===== src/rtl/register_bank.sv =====
// CPU register block: instruction register, program counter, general registers,
// ALU flags and a valid/ready output FIFO. Synchronous active-high reset.
module register_bank #(
  parameter int WIDTH = 8,
  parameter int NREGS = 4,
  parameter int SELW  = 2,
  parameter int DEPTH = 4
) (
  input  logic                   clk,
  input  logic                   reset,
  input  logic [WIDTH-1:0]       dbus,
  input  logic [WIDTH-1:0]       abus,
  input  logic                   load_ir,
  input  logic                   jump,
  input  logic                   pc_inc,
  input  logic                   reg_we,
  input  logic [SELW-1:0]        reg_sel,
  input  logic                   flag_we,
  input  logic                   alu_carry,
  input  logic                   alu_zero,
  input  logic                   out_push,
  input  logic                   out_ready,
  output logic [WIDTH-1:0]       ir,
  output logic [WIDTH-1:0]       pc,
  output logic [NREGS*WIDTH-1:0] regs_flat,
  output logic                   flag_carry,
  output logic                   flag_zero,
  output logic [WIDTH-1:0]       out_data,
  output logic                   out_valid,
  output logic                   out_full,
  output logic                   out_overflow
);

  localparam int PTRW = (DEPTH > 1) ? $clog2(DEPTH) : 1;
  localparam int CNTW = $clog2(DEPTH + 1);

  logic [WIDTH-1:0] r [NREGS];
  logic [WIDTH-1:0] mem [DEPTH];
  logic [PTRW-1:0]  wr_ptr;
  logic [PTRW-1:0]  rd_ptr;
  logic [CNTW-1:0]  count;
  logic [31:0]      sel_ext;
  logic             pop;
  logic             push_ok;

  // ir, pc and flags
  always_ff @(posedge clk) begin
    if (reset) begin
      ir         <= '0;
      pc         <= '0;
      flag_carry <= 1'b0;
      flag_zero  <= 1'b0;
    end else begin
      ir <= load_ir ? dbus : '0;
      if (jump)
        pc <= abus;
      else if (pc_inc)
        pc <= pc + WIDTH'(1);
      if (flag_we) begin
        flag_carry <= alu_carry;
        flag_zero  <= alu_zero;
      end
    end
  end

  // Out-of-range selects match no loop index, so they write nothing.
  assign sel_ext = 32'(reg_sel);

  always_ff @(posedge clk) begin
    if (reset) begin
      for (int unsigned i = 0; i < NREGS; i++)
        r[i] <= '0;
    end else if (reg_we) begin
      for (int unsigned i = 0; i < NREGS; i++)
        if (sel_ext == i)
          r[i] <= dbus;
    end
  end

  always_comb begin
    regs_flat = '0;
    for (int unsigned i = 0; i < NREGS; i++)
      regs_flat[i*WIDTH +: WIDTH] = r[i];
  end

  // Output FIFO; a full FIFO still accepts a push when the head leaves on the same edge.
  assign out_valid = (count != '0);
  assign out_full  = (count == CNTW'(DEPTH));
  assign out_data  = mem[rd_ptr];
  assign pop       = out_valid && out_ready;
  assign push_ok   = out_push && (!out_full || pop);

  always_ff @(posedge clk) begin
    if (reset) begin
      for (int unsigned i = 0; i < DEPTH; i++)
        mem[i] <= '0;
      wr_ptr       <= '0;
      rd_ptr       <= '0;
      count        <= '0;
      out_overflow <= 1'b0;
    end else begin
      if (push_ok) begin
        mem[wr_ptr] <= dbus;
        wr_ptr      <= wr_ptr + PTRW'(1);
      end
      if (pop)
        rd_ptr <= rd_ptr + PTRW'(1);
      if (push_ok && !pop)
        count <= count + CNTW'(1);
      else if (pop && !push_ok)
        count <= count - CNTW'(1);
      if (out_push && !push_ok)
        out_overflow <= 1'b1;
    end
  end

endmodule


===== config.mk =====
export PLATFORM = sky130hd
export DESIGN_NAME = register_bank
export DESIGN_NICKNAME = d
export VERILOG_FILES = /design/src/rtl/register_bank.sv
export SDC_FILE = /design/constraint.sdc
export NUM_CORES = 1
export LEC_CHECK = 0
export BUFFER_PORTS_ARGS = -buffer_cell sky130_fd_sc_hd__buf_2
export CORE_ASPECT_RATIO = 0.6
export CORE_MARGIN = 3
export CORE_UTILIZATION = 50
export CTS_CLUSTER_SIZE = 14
export DETAILED_ROUTE_END_ITERATION = 8
export HOLD_SLACK_MARGIN = 0.03
export PLACE_DENSITY = 0.84
export REMOVE_ABC_BUFFERS = 1
export SLEW_MARGIN = 20
export SYNTH_ARGS = -nofsm -noshare
export SYNTH_HDL_FRONTEND = slang
export SYNTH_SLANG_ARGS = --single-unit

===== constraint.sdc =====
create_clock -name clk -period 2.85 [get_ports clk]
set_clock_uncertainty 0.2 [all_clocks]
set_input_delay 0.57 -clock clk [delete_from_list [all_inputs] [get_ports clk]]
set_output_delay 0.57 -clock clk [all_outputs]
set_load 0.005 [all_outputs]

==> results of run 1 <==
-- worst max-delay path, cell delays in order, from the launching register on --
cell     delay (ns)
dfxtp_1        0.51
nor4b_4        0.13
nor2b_1        0.34
ha_1           0.26
inv_1          0.06
fa_1           0.37
xor2_1         0.16
or3_1          0.31
a21oi_1        0.14
-- power groups by stage --
stage	clock [uW]	sequential (uW)	combinational, uW
after floorplan	0	1700	320
after global placement	0	1710	537
after detailed placement	0	1720	555
after CTS	1250	1700	559
after global routing	1300	1720	609
final	1230	1700	555
-- Yosys cell counts, drive strengths merged --
cell,instances
a21o,1
nand2,4
o21a,4
nand2b,7
dfxtp,28
xor2,5
clkbuf,2
o221ai,1
mux4,8
nor2b,2
or2,1
nor3b,4
and4bb,1
or3,3
nor4,1
o31ai,1
o211ai,1
o21ai,6
o311a,2
and2,72
o311ai,1
buf,5
o211a,1
ha,2
nor4b,2
inv,6
nor3,4
edfxtp,64
mux2,2
mux2i,5
nor2,15
xnor2,3
nand3,3
a21oi,6
fa,1
nand4,3
a31o,2
-- how the worst min path moves through the flow --
stage | startpoint | slack, ns | cells past startpoint | to
4_1_cts | abus[0] | 0.26 | 3 | pc[0]
3_5_place_dp | flag_zero | 0.29 | 2 | flag_zero
3_3_place_gp | out_overflow | 0.26 | 2 | out_overflow
5_1_grt | alu_zero | 0.27 | 3 | flag_zero
6_report | abus[0] | 0.27 | 3 | pc[0]
2_1_floorplan | out_overflow | 0.26 | 2 | out_overflow
-- through the flow --
stage          hold WS [ns]  instance area, um2   util  worst slack [ns]
4_1_cts               0.262                4740  0.648             0.293
3_5_place_dp          0.289                4420  0.604             0.169
2_1_floorplan         0.260                3790      -             0.496
5_1_grt               0.273                4740  0.648             0.152
3_3_place_gp          0.260                4420  0.604             0.268
6_report              0.274                4740  0.648             0.306
-- cell type report --
| class | instances | share of cell area |
|---|---|---|
| Timing Repair Buffer | 96 | 0.105 |
| Tap cell | 104 | 0.0274 |
| Multi-Input combinational cell | 174 | 0.272 |
| Sequential cell | 92 | 0.523 |
| Inverter | 6 | 0.00475 |
| Clock inverter | 4 | 0.00686 |
| Clock buffer | 12 | 0.0609 |
-- state kept, by name (all words and copies together) (netlist names), 2 cells and up, named ones only --
name    flops
count       3
ir          8
mem        32
pc          8
r          32
rd_ptr      2
wr_ptr      2
-- kinds of logic after synthesis --
group / after synthesis / synth area share
AO/OA/AOI/OAI: 26 / 0.0465
XOR/XNOR: 8 / 0.0183
adder cells (fa/ha/maj): 3 / 0.0118
multiplexers: 15 / 0.0661
AND/OR/NAND/NOR: 122 / 0.195
flip-flops: 92 / 0.649
buffers and inverters: 13 / 0.0134
-- routing by layer --
layer	up-vias	share of wire	track usage
li1	1200	-	-
met1	1229	0.41	0.266
met2	115	0.46	0.324
met3	11	0.11	0.0869
met4	0	0.013	0.0616
met5	-	0	0
-- cell usage in the layout, fill, tap and decap left out, types with 4 or more instances in the layout --
cell,Yosys,routed
a21oi_1,6,6
and2_1,72,72
buf_2,2,89
buf_4,0,7
clkbuf_16,0,11
dfxtp_1,28,28
edfxtp_1,64,64
inv_1,6,6
mux2i_1,5,5
mux4_2,8,8
nand2_1,4,4
nand2b_1,7,7
nor2_1,15,15
nor3_1,4,4
nor3b_1,4,4
o21a_1,4,4
o21ai_0,6,6
xor2_1,5,5
==> summary.txt, run 1 <==
Yosys
  – Syn Area/Cell: approximately 14 um2
  – Yosys synthesis warning count: 0
  – Synthesized flop and latch total: 92
  – Synth top area share: 0.503
  – Cell Area, Synth: between 0.003 and 0.004 mm2
  – Area contributors post-synth: edfxtp_1 (50%), dfxtp_1 (15%), and2_1 (12%), mux4_2 (4.7%), nor2_1 (1.5%)
  – Mapped Cells: between 200 and 300
  – Register area share after synthesis: 0.649
  – Yosys cell types: 39
  – Yosys top cell by area: edfxtp_1

Critical path
  – Arrival time worst endpoint: 2.62 ns
  – Worst reg2reg path startpoint: count[0]
  – R2r worst-path depth: 8
  – Reg2reg setup slack: around 0.3 ns
  – Reg-to-reg endpoint: count[2]
  – Worst setup endpoint: count[2]
  – CP endpoint kind: register
  – CP max FO: 8
  – Beginning of the critical path: count[0]
  – Startpoint types: register
  – Crit path required time: roughly 2.9 ns
  – WS Path Type: register to register

Global routing
  – Vias in the first global route: 2,544
  – GRT overflow: 0
  – Largest net degree at the start of global routing: 24
  – First-pass GRT wire length: about 13,000 um
  – GRT Util Overall: 0.207
  – Initial antenna violation count: 0

Clock network
  – Clk root buf: clkbuf_16
  – TritonCTS clock tree: built
  – Post-CTS Resized: 0
  – H-tree levels: 3
  – Postcts setup bufs: 0
  – Post-CTS Hold Buffers: 0
  – Clk Latency, worst-skew pair: between 0.3 and 0.4 ns
  – Clk sinks: 92
  – Clk pin slew, worst setup/hold paths: ~0.060 ns
  – Clk buf depth: 2
  – CTS Buf Count: 9

Power
  – P_leak: roughly 0.0020 uW
  – Seq pwr share: 0.487
  – Sw Ratio: 0.255
  – Clock group share of total power: 0.353
  – Internal power: approximately 2600 uW
  – Tot Pwr: ~3500 uW
  – PD cells: ~730 mW/mm2
  – Max VDD drop: just over 0.5 mV
  – NetSw: approximately 900 uW
  – Comb power frac: 0.160

Layout
  – Proportion of layout cells with a drive suffix above 1: 0.333
  – Reg area: approximately 0.0025 mm2
  – Area occupied by multi-input gates: 0.00129 mm2
  – Final #Nets: 411
  – Cell Count, Final, Fillers Out: about 490
  – Diode count: 0
  – Fillers: between 500 and 600
  – Area Growth Syn to Fin: 24.1%

STA
  – Slew Viols, Final: 0
  – Final Hold Fails: 0
  – Setup TNS: 0 ns
  – Period utilization: 0.893
  – Achievable clock frequency: roughly 0.4 GHz
  – Slew @ Worst Pin: 0.702 ns
  – Max-slew headroom: 0.531
  – Fin crit period: 2.54 ns
  – RSZ-0062 raised after global routing: no
  – Final setup vio count: 0

Die
  – Total core area: about 0.0073 mm2
  – Site Rows: 24
  – Die height: 73.7 um
  – Die area: around 0.009 mm2
  – Initial core utilization: 0.522
  – Overall die width: approximately 120 um
  – # IOs: 90

Routing
  – WL final: 8530 um
  – First drt pass iteration count: 5
  – Vias per cell: around 5.2
  – Routed length per placed instance: about 17 um
  – Via Count: between 2,000 and 3,000
  – Initial DRC Count: 173
  – # DRC: 0
  – DRT antenna net count: 0

Run
  – # Max-Cap Violations: 0

Place
  – Hpwl dp: around 6000 um
  – Placed cell count: 472
  – GP Congestion: approximately 0.77
  – IO buf count: slightly below 90

Status
  – Outcome: finished, final reports clean

Hold path
  – Hold Path Class: input port to register
(Power assumes the default switching activity.)
==> run 2, diff against run 1 <==
--- a/config.mk
+++ b/config.mk
@@ -5,7 +5,9 @@
 export SDC_FILE = /design/constraint.sdc
 export NUM_CORES = 1
 export LEC_CHECK = 0
+export ABC_AREA = 1
 export BUFFER_PORTS_ARGS = -buffer_cell sky130_fd_sc_hd__buf_2
+export CAP_MARGIN = 20
 export CORE_ASPECT_RATIO = 0.6
 export CORE_MARGIN = 3
 export CORE_UTILIZATION = 50
==> run 2 against run 1 <==
Net effect: combinational power increased by 11%; largest cell class unchanged; critical path depth decreased by 3; first-iteration DRC count increased by 34%; sequential share of layout area increased by 1.4 points; worst hold slack got worse by 0.021 ns; register-to-register slack improved by 0.25 ns; sequential power decreased by 4%; global-route usage increased by 0.44 points; power decreased by 1.4%; fmax increased by 5.4%.
==> summary.txt, run 2 <==
Yosys
  – Post-synth EDFFs: 64
  – Yosys cell types: 27
  – Count leader, synth: nor2_1
  – FFs w/ async S/R, synth: 0
  – Register area share after synthesis: 0.662
  – Area contributors post-synth: edfxtp_1 (51%), dfxtp_1 (15%), nor2_1 (8.2%), nand2_1 (4.3%), inv_1 (3.8%)
  – Mapped Cells: roughly 370
  – Syn Area/Cell: between 10 and 15 um2
  – Yosys synthesis warning count: 0
  – Cell Area, Synth: 0.00375 mm2
  – Synth top cells by count: nor2_1 (82), edfxtp_1 (64), nand2_1 (43)
  – Predominant post-synthesis flop cell: edfxtp_1
  – Synthesized flop and latch total: between 90 and 100
  – Yosys top cell by area: edfxtp_1
  – Synth top area share: 0.512

Routing
  – DRT antenna net count: 0
  – First drt pass iteration count: 5
  – Vias per cell: 5.26
  – WL final: 8760 um
  – Initial DRC Count: 232
  – Via Count: between 2,000 and 3,000
  – # DRC: 0
  – Routed length per placed instance: around 15 um

Die
  – # IOs: 90
  – Site Rows: 23
  – Total core area: about 0.0070 mm2
  – Overall die width: 118 um
  – Initial core utilization: 0.539
  – Die area: 0.00861 mm2
  – Die height: ~73 um

STA
  – Achievable clock frequency: just over 0.4 GHz
  – Max-slew headroom: 0.626
  – Worst setup margin: ~0.44 ns
  – Hold Slack: between 0.2 and 0.3 ns
  – Period utilization: 0.847
  – Slew @ Worst Pin: between 0.5 and 0.6 ns
  – Final Hold Fails: 0
  – RSZ-0062 raised after global routing: no
  – Final setup vio count: 0
  – Fin crit period: roughly 2.4 ns
  – Setup TNS: 0 ns
  – Slew Viols, Final: 0

Power
  – Max VDD drop: around 0.42 mV
  – P_leak: between 0.002 and 0.0025 uW
  – PD cells: between 700 and 800 mW/mm2

Hold path
  – Worst Hold Path EP: out_overflow
  – Hold path startpoint: out_overflow
  – Hold Crit Depth: 2
  – Hold Path Class: register to register

Critical path
  – Arrival time worst endpoint: around 1.6 ns
  – Reg2reg setup slack: 0.56 ns
  – WS Path Type: register to output pin
  – R2r worst-path depth: 11
  – Startpoint types: register
  – Worst reg2reg path startpoint: count[1]
  – CP max FO: 17
  – Reg-to-reg endpoint: count[2]
  – CP endpoint kind: output pin
  – Crit path required time: around 2.1 ns

Place
  – Hpwl dp: about 6400 um
  – IO buf count: between 80 and 90
  – Setup WS pre-CTS: ~0.35 ns
  – GP Congestion: 0.849

Global routing
  – GRT Util Overall: 0.211
  – First-pass GRT wire length: roughly 14,000 um
  – Vias in the first global route: between 2,000 and 3,000
  – GRT overflow: 0
  – Initial antenna violation count: 0
  – Largest net degree at the start of global routing: 23

Clock network
  – Clk Latency, worst-skew pair: 0.34 ns
  – CTS Buf Count: 9
  – TritonCTS clock tree: built
  – Clk sinks: approximately 90
  – Post-CTS Resized: 0
  – H-tree levels: 3
  – Clk root buf: clkbuf_16
  – Post-CTS Hold Buffers: 0
  – Clk buf depth: 2
  – Clk pin slew, worst setup/hold paths: roughly 0.060 ns
  – Postcts setup bufs: 0

Layout
  – Final #Nets: about 500
  – Biggest regs: mem x32, r x32
  – Diode count: 0
  – Proportion of layout cells with a drive suffix above 1: 0.256
  – Area Growth Syn to Fin: 23.1%
  – Commonest non-fill, non-tap cell in the layout: buf_2
  – Most frequent cells in the layout: buf_2 (89), nor2_1 (82), edfxtp_1 (64)

Run
  – # Max-Cap Violations: 0

Status
  – Outcome: finished, final reports clean
==> run 2: power by group <==
group	switching (uW)	internal [uW]
registers	71.9	1560
logic	384	234
clock network	477	699
total	933	2500
==> run 2: layout make-up <==
class / instances / area (um2)
clock buffer: 11 / 243
clock inverter: 5 / 52.6
fill: 573 / 2350
inverter: 40 / 150
multi-input combinational: 225 / 1070
sequential: 92 / 2480
tap: 100 / 125
timing repair buffer: 95 / 490
==> run 2: per-layer routing <==
| metal | vias up | share of wire | track usage |
|---|---|---|---|
| met4 | 0 | 0.011 | 0.0675 |
| met2 | 144 | 0.46 | 0.331 |
| met3 | 11 | 0.099 | 0.0759 |
| li1 | 1432 | - | - |
| met1 | 1403 | 0.43 | 0.279 |
| met5 | - | 0 | 0 |
==> run 2: logic make-up (layout without fill, tap and decap cells) <==
family                   Yosys count  after routing  synth area share
adder cells (fa/ha/maj)            3              3            0.0120
flip-flops                        92             92             0.662
XOR/XNOR                           2              2           0.00467
AO/OA/AOI/OAI                     53             53            0.0771
buffers and inverters             48            151            0.0517
AND/OR/NAND/NOR                  167            167             0.193
==> run 2: critical path, stage by stage (launching register included) <==
cell and delay [ns]:
dfxtp_1 0.30, buf_4 0.18, inv_1 0.33, o21ai_0 0.14, o22ai_1 0.19, buf_2 0.16
==> run 2: worst max path at each step <==
| stage | startpoint | end | slack (ns) | cells after the start |
|---|---|---|---|---|
| after floorplan | reset | mem[0][0] | 0.59 | 3 |
| after global placement | out_ready | count[2] | 0.46 | 12 |
| after detailed placement | out_ready | count[2] | 0.35 | 12 |
| after CTS | register | out_data[2] | 0.46 | 5 |
| after global routing | register | out_data[2] | 0.27 | 5 |
| final | register | out_data[2] | 0.44 | 5 |
==> run 2: per-stage QoR <==
| stage | area (um2) | utilization | instances | power (uW) |
|---|---|---|---|---|
| after global routing | 4620 | 0.663 | 568 | 3590 |
| after CTS | 4620 | 0.663 | 568 | 3440 |
| final | 4620 | 0.663 | 568 | 3430 |
| after global placement | 4320 | 0.621 | 552 | 2240 |
| after detailed placement | 4320 | 0.621 | 552 | 2270 |
| after floorplan | 3710 | - | 357 | 2000 |
==> run 3, diff against run 2 <==
--- a/config.mk
+++ b/config.mk
@@ -10,11 +10,11 @@
 export CAP_MARGIN = 20
 export CORE_ASPECT_RATIO = 0.6
 export CORE_MARGIN = 3
-export CORE_UTILIZATION = 50
+export CORE_UTILIZATION = 48
 export CTS_CLUSTER_SIZE = 14
 export DETAILED_ROUTE_END_ITERATION = 8
 export HOLD_SLACK_MARGIN = 0.03
-export PLACE_DENSITY = 0.84
+export PLACE_DENSITY = 0.85
 export REMOVE_ABC_BUFFERS = 1
 export SLEW_MARGIN = 20
 export SYNTH_ARGS = -nofsm -noshare
==> constraint.sdc (replaced) <==
create_clock -name clk -period 2 [get_ports clk]
set_clock_uncertainty 0.2 [all_clocks]
set_input_delay 0.4 -clock clk [delete_from_list [all_inputs] [get_ports clk]]
set_output_delay 0.4 -clock clk [all_outputs]
set_load 0.005 [all_outputs]
==> run 3 against run 2 <==
Net effect: register-to-register slack lost 0.50 ns; flip-flop and latch count unchanged; non-clock buffer count up 18; via count is 2.8% higher; critical path type is now register to register; highest routed layer unchanged; die area is 3.9% higher; clock power rose by 49%; worst setup slack worse by 0.38 ns; critical endpoint is now count[2]; cell area is 4.6% higher; combinational power grew 83%; global-route usage hardly changed.
==> summary.txt, run 3 (same netlist as run 2, synthesis figures left out) <==
Layout
  – Biggest regs: mem x32, r x32
  – Diode count: 0
  – Area Growth Syn to Fin: 28.7%
  – Final #Nets: roughly 510
  – Most frequent cells in the layout: buf_2 (89), nor2_1 (81), edfxtp_1 (64)
  – Proportion of layout cells with a drive suffix above 1: 0.315
  – Commonest non-fill, non-tap cell in the layout: buf_2

Routing
  – # DRC: 0
  – Initial DRC Count: roughly 220
  – Routed length per placed instance: 15.3 um
  – WL final: roughly 9000 um
  – Via Count: between 3,000 and 4,000
  – Vias per cell: around 5.2
  – DRT antenna net count: 0
  – First drt pass iteration count: 6

Die
  – Die area: between 0.008 and 0.009 mm2
  – Total core area: 0.00742 mm2
  – # IOs: 90
  – Site Rows: 24
  – Initial core utilization: 0.506
  – Overall die width: 120 um
  – Die height: about 74 um

Critical path
  – Reg2reg setup slack: roughly 0.056 ns
  – Reg-to-reg endpoint: count[2]
  – Critical path, cell by cell: inv_4 > nand3_2 > nand2_2 > ha_4 > inv_2 > fa_2 > or2_4 > nand2_2 > o21ai_0 > a21oi_1
  – WS Path Type: register to register
  – R2r worst-path depth: 10
  – Slowest stage delay, CP: around 0.38 ns
  – CP endpoint kind: register
  – Startpoint types: register
  – Critical path's most frequent cell: nand2_2
  – Crit path required time: 2.07 ns
  – Worst reg2reg path startpoint: count[1]
  – Worst path slowest cell: fa_2
  – Arrival time worst endpoint: slightly above 2 ns
  – CP max FO: 3

Clock network
  – Post-CTS Hold Buffers: 0
  – Clk Latency, worst-skew pair: approximately 0.34 ns
  – Clk sinks: 92
  – Clk pin slew, worst setup/hold paths: about 0.06 ns
  – Clk root buf: clkbuf_16
  – H-tree levels: 3
  – TritonCTS clock tree: built
  – Clk buf depth: 2
  – CTS Buf Count: 9

Place
  – IO buf count: 89
  – Hpwl dp: 6680 um
  – GP Congestion: 0.815

Power
  – Sw Ratio: 0.268
  – Max VDD drop: roughly 0.65 mV
  – Seq pwr share: 0.449
  – Clock group share of total power: 0.335
  – NetSw: between 1000 and 1500 uW
  – P_leak: about 0.0022 uW
  – Tot Pwr: between 5000 and 6000 uW
  – PD cells: between 1000 and 1500 mW/mm2
  – Internal power: approximately 3800 uW
  – Comb power frac: 0.216

Global routing
  – Largest net degree at the start of global routing: 17
  – GRT overflow: 0
  – GRT Util Overall: 0.211
  – Initial antenna violation count: 0
  – First-pass GRT wire length: 14,200 um
  – Vias in the first global route: between 2,000 and 3,000

STA
  – Slew @ Worst Pin: just over 0.5 ns
  – RSZ-0062 raised after global routing: yes
  – Final setup vio count: 0
  – Hold Slack: about 0.084 ns
  – Period utilization: 0.972
  – Final Hold Fails: 0
  – Achievable clock frequency: roughly 0.51 GHz
  – Max-slew headroom: 0.654
  – Fin crit period: 1.94 ns
  – Slew Viols, Final: 0

Hold path
  – Worst Hold Path EP: flag_zero
  – Hold Path Class: input port to register
  – Hold path startpoint: alu_zero
  – Hold Crit Depth: 3

Status
  – Outcome: finished, final reports clean

Run
  – # Max-Cap Violations: 0
[run 3: power groups by stage]
stage                     registers [uW]  logic [uW]  clock network, uW
after floorplan                     2370         472                  0
after global placement              2350         959                  0
after detailed placement            2360        1010                  0
after CTS                           2330        1030               1780
after global routing                2370        1250               1860
final                               2350        1130               1760
[run 3: worst max path at each step]
stage | startpoint | endpoint
6_report | count[1] | count[2]
5_1_grt | register | out_data[6]
4_1_cts | register | out_data[6]
3_5_place_dp | out_ready | count[2]
3_3_place_gp | out_ready | count[2]
2_1_floorplan | reset | mem[0][0]
[run 3: final cells by class]
class,count,area [um2]
clock buffers,11,233
clock inverters,5,76.3
fillers,590,2590
inverters,40,155
multi-input cells,225,1110
flip-flops and latches,92,2490
well taps,104,130
repair buffers,113,633
[run 3: repair_timing]
item / CTS / global route
setup endpoints to repair: 2 / 9
setup buffers: 0 / 3
pin swaps: 0 / 2
resized for setup: 8 / 17
[run 3: metrics by stage]
stage / setup WS (ns) / cell area [um2] / std cells / setup TNS (ns) / util
floorplan: -0.0883 / 3710 / 357 / -0.753 / -
global placement: -0.107 / 4440 / 571 / -0.107 / 0.599
detailed placement: -0.183 / 4440 / 571 / -0.222 / 0.599
CTS: 0.0136 / 4760 / 587 / 0 / 0.641
global route: -0.0172 / 4830 / 590 / -0.0249 / 0.651
finish: 0.0557 / 4830 / 590 / 0 / 0.651
[run 3: routing by layer]
| metal | GRT usage | up-vias | routed length [um] |
|---|---|---|---|
| met5 | 0 | - | 0 |
| met3 | 0.0684 | 16 | 861 |
| met2 | 0.327 | 161 | 4150 |
| met1 | 0.284 | 1427 | 3910 |
| met4 | 0.0749 | 0 | 121 |
| li1 | - | 1471 | - |
[run 3: critical path, delay by kind of cell (launching register included)]
| family | cells | cell delay (ns) |
|---|---|---|
| AND/OR/NAND/NOR | 4 | 0.54 |
| adder cells (fa/ha/maj) | 2 | 0.52 |
| flip-flops | 1 | 0.33 |
| AO/OA/AOI/OAI | 2 | 0.18 |
| buffers and inverters | 2 | 0.11 |
